$ cat src/rtl/decoder_pkg.sv
// Shared types and helpers for the registered N-to-2^N decoder family.
package decoder_pkg;

    typedef enum logic {
        IDLE  = 1'b0,
        SWEEP = 1'b1
    } state_e;

    localparam logic MODE_SINGLE = 1'b0;
    localparam logic MODE_SWEEP  = 1'b1;

    localparam int unsigned DEC_N    = 5;
    localparam int unsigned DEC_OUTS = 1 << DEC_N;

    // Fixed-width helper for blocks built around the default select width.
    function automatic logic [DEC_OUTS-1:0] onehot(input logic [DEC_N-1:0] idx, input logic en);
        onehot = en ? (DEC_OUTS'(1) << idx) : '0;
    endfunction

endpackage

$ cat src/rtl/decoder_n_comb.sv
// Purely combinational N-to-2^N one-hot decode with enable; all-zero when disabled.
import decoder_pkg::*;

module decoder_n_comb #(
    parameter int unsigned N = DEC_N
) (
    input  logic [N-1:0]        sel_i,
    input  logic                en_i,
    output logic [(1<<N)-1:0]   word_o
);

    for (genvar gi = 0; gi < (1 << N); gi++) begin : g_bit
        assign word_o[gi] = en_i && (sel_i == N'(gi));
    end

endmodule

$ cat src/rtl/decoder_n_seq.sv
// Registered N-to-2^N decoder with valid/ready on both sides and a sweep mode.
// Optional build macro DECODER_ACTIVE_LOW_EN makes out_q one-cold (reset/disabled = all ones).
import decoder_pkg::*;

module decoder_n_seq #(
    parameter int unsigned N            = DEC_N,
    parameter int unsigned SWEEP_STRIDE = 1
) (
    input  logic                 clk,
    input  logic                 rst_n,
    input  logic                 in_valid,
    output logic                 in_ready,
    input  logic [N-1:0]         in_sel,
    input  logic                 in_en,
    input  logic                 in_mode,
    output logic                 out_valid,
    input  logic                 out_ready,
    output logic [(1<<N)-1:0]    out_q,
    output logic [N-1:0]         out_idx,
    output logic                 out_last,
    output logic                 busy
);

    localparam int unsigned OUTS    = 1 << N;
    localparam logic [N:0]  STRIDE_W = (N+1)'(SWEEP_STRIDE);
    localparam logic [N:0]  TOP_IDX  = (N+1)'(OUTS - 1);
`ifdef DECODER_ACTIVE_LOW_EN
    localparam logic [OUTS-1:0] POL_MASK = '1;
`else
    localparam logic [OUTS-1:0] POL_MASK = '0;
`endif

    state_e            state_q, state_d;
    logic              valid_q, valid_d;
    logic              last_q,  last_d;
    logic              en_q,    en_d;
    logic [N-1:0]      idx_q,   idx_d;
    logic [OUTS-1:0]   word_q,  word_d;

    logic              accept, beat;
    logic [N:0]        start_sum, step_sum, next_sum;
    logic [N-1:0]      next_idx;
    logic              start_last, next_last;
    logic [N-1:0]      dec_sel;
    logic              dec_en;
    logic [OUTS-1:0]   dec_word;

    // state_q==SWEEP means more sweep beats remain after the one on the output;
    // the final sweep beat is shown from IDLE so a new request can load on its edge.
    assign in_ready  = (state_q == IDLE) && (!valid_q || (out_ready && last_q));
    assign accept    = in_valid && in_ready;
    assign beat      = valid_q && out_ready;

    // Sums carry one extra bit so the end-of-sweep test never wraps.
    assign start_sum  = {1'b0, in_sel} + STRIDE_W;
    assign start_last = start_sum > TOP_IDX;
    assign step_sum   = {1'b0, idx_q} + STRIDE_W;
    assign next_idx   = step_sum[N-1:0];
    assign next_sum   = {1'b0, next_idx} + STRIDE_W;
    assign next_last  = next_sum > TOP_IDX;

    assign dec_sel = accept ? in_sel : next_idx;
    assign dec_en  = accept ? in_en  : en_q;

    decoder_n_comb #(.N(N)) u_comb (
        .sel_i  (dec_sel),
        .en_i   (dec_en),
        .word_o (dec_word)
    );

    always_comb begin
        state_d = state_q;
        valid_d = valid_q;
        last_d  = last_q;
        en_d    = en_q;
        idx_d   = idx_q;
        word_d  = word_q;
        if (accept) begin
            valid_d = 1'b1;
            word_d  = dec_word ^ POL_MASK;
            idx_d   = in_sel;
            en_d    = in_en;
            last_d  = (in_mode == MODE_SINGLE) || start_last;
            state_d = ((in_mode == MODE_SWEEP) && !start_last) ? SWEEP : IDLE;
        end else if (beat) begin
            if (state_q == SWEEP) begin
                word_d  = dec_word ^ POL_MASK;
                idx_d   = next_idx;
                last_d  = next_last;
                state_d = next_last ? IDLE : SWEEP;
            end else begin
                valid_d = 1'b0;
                last_d  = 1'b0;
            end
        end
    end

    always_ff @(posedge clk or negedge rst_n) begin
        if (!rst_n) begin
            state_q <= IDLE;
            valid_q <= 1'b0;
            last_q  <= 1'b0;
            en_q    <= 1'b0;
            idx_q   <= '0;
            word_q  <= POL_MASK;
        end else begin
            state_q <= state_d;
            valid_q <= valid_d;
            last_q  <= last_d;
            en_q    <= en_d;
            idx_q   <= idx_d;
            word_q  <= word_d;
        end
    end

    assign out_valid = valid_q;
    assign out_q     = word_q;
    assign out_idx   = idx_q;
    assign out_last  = last_q;
    assign busy      = (state_q == SWEEP);

endmodule

$ cat config.mk
export PLATFORM = sky130hd
export DESIGN_NAME = decoder_n_seq
export DESIGN_NICKNAME = d
export VERILOG_FILES = /design/src/rtl/decoder_pkg.sv /design/src/rtl/decoder_n_comb.sv /design/src/rtl/decoder_n_seq.sv
export SDC_FILE = /design/constraint.sdc
export NUM_CORES = 1
export LEC_CHECK = 0
export ABC_AREA = 1
export ABC_CLOCK_PERIOD_IN_PS = 1930
export CORE_MARGIN = 1.5
export CORE_UTILIZATION = 35
export CTS_CLUSTER_SIZE = 10
export DETAILED_ROUTE_END_ITERATION = 10
export PLACE_DENSITY = 0.57
export SLEW_MARGIN = 15
export SYNTH_ARGS = -nofsm -noshare
export SYNTH_HDL_FRONTEND = slang
export SYNTH_SLANG_ARGS = --single-unit
$ cat constraint.sdc
create_clock -name clk -period 1.93 [get_ports clk]
set_clock_uncertainty 0.2 [all_clocks]
set_input_delay 0.4825 -clock clk [delete_from_list [all_inputs] [get_ports clk]]
set_output_delay 0.4825 -clock clk [all_outputs]
set_load 0.02 [all_outputs]
==> results.txt, run 1 <==
Final nets: 350
final WL: 5037 microns
Worst EP required: 1250 ps
slack of the worst reg-to-reg path: 150 ps
htree depth: 2
Post-synth EDFFs: 0
Setup crit end: out_idx[0]
Die W: 79.94 microns
reg2reg path depth: 10
Wirelength per Cell: 12.26 microns
most frequent cells after synthesis: nand2_1 (144), dfrtp_1 (41), nor2_1 (17)
Yosys reg bits: 41
# rows: 27
Power Total: 4.229 mW
syn_nets: 279
Max Root-Sink Buffers: 2
clk sinks: 41
DP HPWL: 3556 microns
Tot GR Track Use: 17.37%
reg-to-reg endpoint: out_q[18]
Clock Power Share: 15.1%
peak supply drop: 0.7093 mV
Tcrit/Tclk final: 95.89%
P_sw: 1.909 mW
Slew HR: 79.16%
I/O pin total: 52
startpoint type of the worst setup path: flip-flop
asr flop ratio synth: 100.0%
P_int: 2.320 mW
pwr/cell area: 1460 nW/um^2
Worst Tran Pin Value: 312.7 ps
Layout area overhead: 39.79%
worst reg2reg startpoint: out_idx[1]
max-cap violations: 0
Via density: 4.606
pins over their slew limit: 0
n_diodes: 0
leading area contributor after synthesis: dfrtp_1
setup TNS: 0 ps
Reg clk slew, reported paths: 80 ps
crit path max fanout: 7
antenna violations before repair: 0
largest net degree at the start of global routing: 42
switching part of the total power: 45.14%
critical path startpoint: out_idx[0]
setup violators final: 0
syn avg cell area: 7.760 sq um
Final ANT Viol Nets: 0
Leakage: 1.692 nW
Vias: 1893
I/O Buffers: 51
fmax: 0.5404 GHz
initial core utilization: 36.95%
first-pass GRT wire length: 8583 microns
Setup CP Type: reg -> out
status: completed
die extent in y: 79.94 microns
drt drc: 0
Mapped Cells: 267
count of cell types in the netlist: 23
final number of hold-violating endpoints: 0
Synth warnings: 0
die area: 6390 sq um
layout cells sized above 1: 15.04%
gpl congestion: 0.7773
RSZ-0062 raised after global routing: false
Tmin final: 1851 ps
Overflow after GRT: 0
post-synthesis cell area: 2072 sq um
Worst-Skew Late Latency: 290 ps
count leader, synth: nand2_1
total core area: 5608 sq um
clock buffer count from CTS: 5
register area share after synthesis: 49.52%
synth top area cells: dfrtp_1 (50%), nand2_1 (26%), nand4_1 (3.9%), buf_6 (3.3%), nor2_1 (3.1%)
Fill cells: 575
Main synth FF type: dfrtp_1
Critical Path AT: 1170 ps
clock root cell: clkbuf_8
Critical Path End Type: primary output
1st-iter DRT viols: 77
sequential share of power: 29.0%
number of global-route vias before repair: 1824
TritonCTS clock tree: built
post-synth top area share: 49.52%
type of the most critical hold path: reg -> reg
DRT Pass-1 Iters: 6
Gate power share: 55.9%
==> through the flow <==
stage          hold WS [ps]  setup slack, ps  utilization [%]  cell area [sq um]  std cells
3_3_place_gp          265.8           -542.3            49.33               2766        399
4_1_cts               285.9            65.84            51.58               2893        411
3_5_place_dp          264.0           -555.5            49.33               2766        399
5_1_grt               307.9           0.2749            51.65               2897        411
6_report              281.5            79.37            51.65               2897        411
2_1_floorplan        -13.09            93.19                -               2072        267
==> state kept, by name, summed over array words and instances, names as in the netlist <==
signal,flops
out_idx,5
en_q,1
out_q,32
out_valid,1
out_last,1
busy,1
==> placed cells by master (no fill, tap or decap), drive strengths merged, types with 5 or more instances in the layout <==
master and n:
dfrtp 41, o21ai 5, nand3 10, nand2 147, clkbuf 7, nand4 14
clkdlybuf4s50 7, buf 24, inv 16, dlygate4sd2 42, nor2 19
==> power by group through the flow <==
stage	clock network (mW)	registers, mW	logic (mW)
finish	0.640	1.23	2.36
floorplan	0	1.51	1.16
global route	0.702	1.26	2.61
global placement	0	1.25	2.38
CTS	0.666	1.23	2.38
detailed placement	0	1.24	2.39
==> what timing repair did <==
action                                 CTS  global route
buffers inserted                         2             0
endpoints found under the hold margin   41             0
resized for setup                       57             2
gates cloned                             1             0
pin swaps                                2             0
setup endpoints to repair               78            32
hold buffers                             1             0
==> cell families after synthesis <==
kind of cell / count (synthesis) / synth area share (%)
and+or+nand+nor: 190 / 40.04
DFF: 41 / 49.52
buffers and inverters: 26 / 7.004
AOI/OAI and AO/OA: 7 / 1.993
xor gates and xnor gates: 2 / 0.8456
adders and majority gates: 1 / 0.6038
==> how the worst min path moves through the flow <==
stage | from | depth (start not counted) | slack (ps) | to
floorplan | rst_n | 0 | -10 | busy
global placement | rst_n | 2 | 270 | out_q[15]
detailed placement | out_q[1] | 2 | 260 | out_q[1]
CTS | out_q[24] | 2 | 290 | out_q[24]
global route | out_q[30] | 2 | 310 | out_q[30]
finish | out_q[30] | 2 | 280 | out_q[30]
==> cell type report <==
cell class / count / area, sq um / share of cell area (%)
multi-input cells: 201 / 923.4 / 31.88
clock inverters: 1 / 8.758 / 0.3024
flip-flops and latches: 41 / 1027 / 35.46
clock buffers: 7 / 96.34 / 3.326
well taps: 72 / 90.09 / 3.110
inverters: 15 / 56.30 / 1.944
repair buffers: 74 / 694.4 / 23.97
==> worst max-delay path: stages, from the launching register on <==
cell and delay [ps]:
dfrtp_1 390, buf_4 160, dlygate4sd2_1 320
==> metal layers <==
layer  part of all wire (%)  GRT usage [%]
met2                     46          27.65
met1                     49          23.77
met4                   0.69          5.172
met5                      0              0
met3                    4.0          3.429
Power figures use the tool's default switching activity.
==> inputs of run 2 (changes only) <==
SKIP_CTS_REPAIR_TIMING = 1   (was not set)
TNS_END_PERCENT = 100   (was not set)
==> run 2 against run 1 <==
Effect of this change:
- register-to-register slack worse by 40 ps
- routed wire length is 5.0% higher
- clock power is 2% higher
- combinational power is 8% higher
- critical path depth is 8 higher
- via count is 2.2% higher
- highest routed layer unchanged
==> results.txt, run 2 (same netlist as run 1, synthesis figures left out) <==
Post-Place Setup Slack: -555.5 ps (unchanged)
hold depth: 2 (unchanged)
Layout area overhead: 48.55%
Tot GR Track Use: 16.96% (-0.41 points)
met3 GRT Util: 3.429% (unchanged)
RSZ-0062 raised after global routing: false
gpl congestion: 0.7773 (unchanged)
total core area: 5608 sq um (unchanged)
startpoint type of the worst setup path: flip-flop
number of global-route vias before repair: 1770 (-3.0%)
# rows: 27 (unchanged)
I/O pin total: 52 (unchanged)
Worst Tran Pin Value: 357.6 ps (+44.88 ps)
reg2reg path depth: 10 (unchanged)
TritonCTS clock tree: built
critical path startpoint: out_idx[1]
final number of hold-violating endpoints: 0 (unchanged)
final WL: 5290 microns (+5.0%)
Power Total: 4.427 mW (+4.7%)
GR Util met1: 23.34% (-0.43 points)
I/O Buffers: 51 (unchanged)
Setup CP Type: reg -> reg
setup violators final: 0 (unchanged)
Via density: 4.683 (+1.7%)
Max Root-Sink Buffers: 2 (unchanged)
die extent in y: 79.94 microns (unchanged)
commonest non-fill, non-tap cell in the layout: nand2_1
htree depth: 2 (unchanged)
Leakage: 2.228 nW (+32%)
die area: 6390 sq um (unchanged)
drt drc: 0 (unchanged)
pins over their slew limit: 0 (unchanged)
hold wc startpoint: out_q[12]
commonest cells after routing, fill and taps aside: nand2_1 (138), dlymetal6s2s_1 (42), dfrtp_1 (40)
Wirelength per Cell: 12.81 microns (+4.5%)
fmax: 0.5496 GHz (+1.7%)
Fill cells: 556 (-3.3%)
peak supply drop: 0.6827 mV (-3.7%)
worst reg2reg startpoint: out_idx[1]
pwr/cell area: 1438 nW/um^2 (-1.5%)
n_diodes: 0 (unchanged)
Final ANT Viol Nets: 0 (unchanged)
layout cells sized above 1: 15.84% (+0.79 points)
Critical Path AT: 1850 ps (+680 ps)
number of flip-flops under the largest register name: 32 (unchanged)
status: completed
Final nets: 352 (+0.57%)
Die W: 79.94 microns (unchanged)
DRT Pass-1 Iters: 4 (-2)
Vias: 1934 (+2.2%)
DP HPWL: 3556 microns (unchanged)
Tmin final: 1820 ps (-31.02 ps)
Overflow after GRT: 0 (unchanged)
1st-iter DRT viols: 76 (-1.3%)
largest net degree at the start of global routing: 42 (unchanged)
initial core utilization: 36.95% (unchanged)
Tcrit/Tclk final: 94.28% (-1.6 points)
setup ws final: 110.4 ps (+31.02 ps)
Top Usage Layer GRT: met2
Reg clk slew, reported paths: 80 ps (about the same)
crit path max fanout: 11 (+4)
clock root cell: clkbuf_8
Worst EP required: 1970 ps (+720 ps)
Worst-Skew Late Latency: 300 ps (about the same)
max-cap violations: 0 (unchanged)
first-pass GRT wire length: 8355 microns (-2.7%)
antenna violations before repair: 0 (unchanged)
met2 usage: 26.72% (-0.92 points)
slack of the worst reg-to-reg path: 110 ps (-40 ps)
clock buffer count from CTS: 5 (unchanged)
clk sinks: 41 (unchanged)
Slew HR: 76.12% (-3.0 points)
Critical Path End Type: flip-flop
type of the most critical hold path: reg -> reg
run 2: cell count changes in the layout (fill, tap and decap cells not counted), sizes merged:
cell / change
dlygate4sd2: -42
dlymetal6s2s: +42
clkbuf: +2
run 2: metrics by stage:
| stage | utilization [%] | TNS, ps | hold WS (ps) | std cells | instance area (sq um) |
|---|---|---|---|---|---|
| 3_3_place_gp | 49.33 | -17550 | 265.8 | 399 | 2766 |
| 5_1_grt | 54.89 | 0 | 307.8 | 413 | 3078 |
| 4_1_cts | 51.20 | -8196 | -56.42 | 407 | 2872 |
| 3_5_place_dp | 49.33 | -18710 | 264.0 | 399 | 2766 |
| 2_1_floorplan | - | 0 | -13.09 | 267 | 2072 |
| 6_report | 54.89 | 0 | 280.9 | 413 | 3078 |
run 2: worst paths after layout:
check                        endpoint
max                         out_q[18]
min                         out_q[12]
max reg2reg                 out_q[18]
min reg2reg                 out_q[12]
max in group asynchronous  out_idx[1]
min in group asynchronous   out_q[15]
run 2: cell type report:
class	count	area, sq um	area share, %
sequential	41	1027	33.37
multi-input combinational	201	940.9	30.57
timing repair buffer	76	858.3	27.89
clock buffer	7	96.34	3.130
tap	72	90.09	2.927
inverter	15	56.30	1.829
clock inverter	1	8.758	0.2846
run 2: per-layer routing:
layer | up-vias | part of all wire [%] | wire length (microns)
li1 | 982 | - | -
met1 | 911 | 48 | 2535
met2 | 37 | 48 | 2538
met3 | 4 | 3.3 | 172
met4 | 0 | 0.81 | 43
met5 | - | 0 | 0
run 2: power by group:
group | leakage, nW | internal (mW) | switching, mW | total [mW]
registers | 0.550 | 1.08 | 0.149 | 1.23
logic | 1.62 | 1.05 | 1.50 | 2.55
clock network | 0.0549 | 0.331 | 0.320 | 0.651
run 2: worst max-delay path: stages, from the launching register on:
cell and delay [ps]:
dfrtp_2 450, ha_2 220, nand3_1 80, nand2_1 50
nand2_1 140, nand2_4 60, and2_4 140, nor2_4 90
buf_4 180, nand2_1 70, nand2_1 60
==> inputs of run 3 (changes only) <==
CAP_MARGIN = 20   (was not set)
CORE_MARGIN = 10   (was 1.5)
CTS_BUF_LIST = sky130_fd_sc_hd__clkbuf_4 sky130_fd_sc_hd__clkbuf_8 sky130_fd_sc_hd__clkbuf_16   (was not set)
==> run 3 against run 2 <==
Effect of this change:
- setup slack worse by 6.2 ps
- utilization increased by 0.25 points
- sequential cell count did not move
- die area up 47%
- register-to-register slack hardly changed
- largest power group unchanged
==> results.txt, run 3 (same netlist as run 1, synthesis figures left out) <==
setup TNS: 0 ps (unchanged)
Reg clk slew, reported paths: 80 ps (about the same)
Clock Power Share: 14.1% (-0.6 points)
setup ws final: 104.2 ps (-6.213 ps)
final std cells w/o fill: 415 (+0.48%)
P_sw: 2.032 mW (+3.3%)
P_int: 2.533 mW (+3.0%)
drt drc: 0 (unchanged)
clk sinks: 41 (unchanged)
worst path cell trace: ha_2 -> nand3_1 -> nand2_1 -> nand2_2 -> nand2_4 -> and2_4 -> nor2_4 -> clkbuf_16 -> nand2_1 -> nand2_1
layout cells sized above 1: 18.08% (+2.2 points)
I/O pin total: 52 (unchanged)
Slew HR: 64.75% (-11 points)
initial core utilization: 36.73% (-0.22 points)
Die W: 96.94 microns (+21%)
Tmin final: 1826 ps (+6.213 ps)
gpl congestion: 0.8194 (+5.4%)
Critical Path AT: 1870 ps (+20 ps)
die area: 9397 sq um (+47%)
Vias: 1969 (+1.8%)
Post-Place Setup Slack: -599.7 ps (-44.14 ps)
peak supply drop: 0.6523 mV (-4.5%)
Crit path max-delay family: simple AND/OR/NAND/NOR gates
crit path max fanout: 8 (-3)
Overflow after GRT: 0 (unchanged)
Worst Path Buf+Inv: 1 (unchanged)
Tot GR Track Use: 11.92% (-5.0 points)
CP max stage delay: 450 ps (about the same)
# rows: 27 (unchanged)
Final nets: 354 (+0.57%)
Power Total: 4.564 mW (+3.1%)
Worst-Skew Late Latency: 300 ps (about the same)
post-layout util: 55.13% (+0.25 points)
antenna violations before repair: 0 (unchanged)
Via density: 4.745 (+1.3%)
commonest non-fill, non-tap cell in the layout: nand2_1
Gate power share: 58.6% (+1.0 points)
1st-iter DRT viols: 139 (+83%)
Setup CP Type: reg -> reg
Critical Path End Type: flip-flop
setup violators final: 0 (unchanged)
Leakage: 2.232 nW (+0.17%)
slowest cell on the critical path: dfrtp_2
final number of hold-violating endpoints: 0 (unchanged)
TritonCTS clock tree: built
type of the most critical hold path: in -> async
I/O Buffers: 51 (unchanged)
DRT Pass-1 Iters: 4 (unchanged)
max-cap violations: 0 (unchanged)
Layout area overhead: 50.12%
final WL: 6021 microns (+14%)
Final ANT Viol Nets: 0 (unchanged)
switching part of the total power: 44.51% (+0.071 points)
htree depth: 2 (unchanged)
pins over their slew limit: 0 (unchanged)
die extent in y: 96.94 microns (+21%)
largest net degree at the start of global routing: 42 (unchanged)
pwr/cell area: 1467 nW/um^2 (+2.0%)
Wirelength per Cell: 14.51 microns (+13%)
number of flip-flops under the largest register name: 32 (unchanged)
worst reg2reg startpoint: out_idx[0]
clock buffer count from CTS: 5 (unchanged)
critical path startpoint: out_idx[0]
Post-Place Cells: 400 (+0.25%)
startpoint type of the worst setup path: flip-flop
Worst Tran Pin Value: 528.7 ps (+171.2 ps)
n_diodes: 0 (unchanged)
clock root cell: clkbuf_8
Max Root-Sink Buffers: 2 (unchanged)
status: completed
Tcrit/Tclk final: 94.60% (+0.32 points)
Worst EP required: 1970 ps (about the same)
commonest cells after routing, fill and taps aside: nand2_1 (137), dlymetal6s2s_1 (42), dfrtp_1 (38)
total core area: 5642 sq um (+0.60%)
fmax: 0.5477 GHz (-0.34%)
sequential share of power: 27.3% (-0.4 points)
Crit path top cell by count: nand2_1
first-pass GRT wire length: 9549 microns (+14%)
DP HPWL: 4066 microns (+14%)
number of global-route vias before repair: 1959 (+11%)
==> run 3: stage by stage <==
step	instance area [sq um]	hold WS [ps]
2_1_floorplan	2072	-13.09
3_3_place_gp	2749	264.0
3_5_place_dp	2749	264.0
4_1_cts	2854	61.59
5_1_grt	3110	76.61
6_report	3110	37.36
==> run 3: metal layers <==
metal | wire length, microns | GRT usage, % | part of all wire, % | up-vias
met5 | 0 | 0 | 0 | -
met4 | 77 | 2.706 | 1.3 | 0
met3 | 397 | 4.684 | 6.6 | 9
met2 | 2877 | 19.33 | 48 | 52
met1 | 2670 | 14.45 | 44 | 923
li1 | - | - | - | 985
==> run 3: worst paths after layout <==
kind                               to  slack, ps  cells after the start
hold / removal              out_q[15]         40                      2
max in group asynchronous  out_idx[1]       1090                      2
min in group clk            out_q[25]        280                      2
setup / recovery            out_q[24]        100                     10
hold reg to reg             out_q[25]        280                      2
setup reg to reg            out_q[24]        100                     10
==> run 3: layout make-up <==
| type | instances | area, sq um |
|---|---|---|
| inverter | 15 | 56.30 |
| clock inverter | 1 | 8.758 |
| clock buffer | 7 | 96.34 |
| fill | 529 | 2531 |
| tap | 72 | 90.09 |
| multi-input combinational | 201 | 953.4 |
| sequential | 41 | 1030 |
| timing repair buffer | 78 | 875.8 |
==> run 3: power groups by stage <==
stage               clock network, mW  registers, mW  logic (mW)
floorplan                           0           1.51        1.16
global placement                    0           1.27        2.37
detailed placement                  0           1.26        2.40
CTS                             0.663           1.25        2.41
global route                    0.689           1.28        2.94
finish                          0.645           1.25        2.67
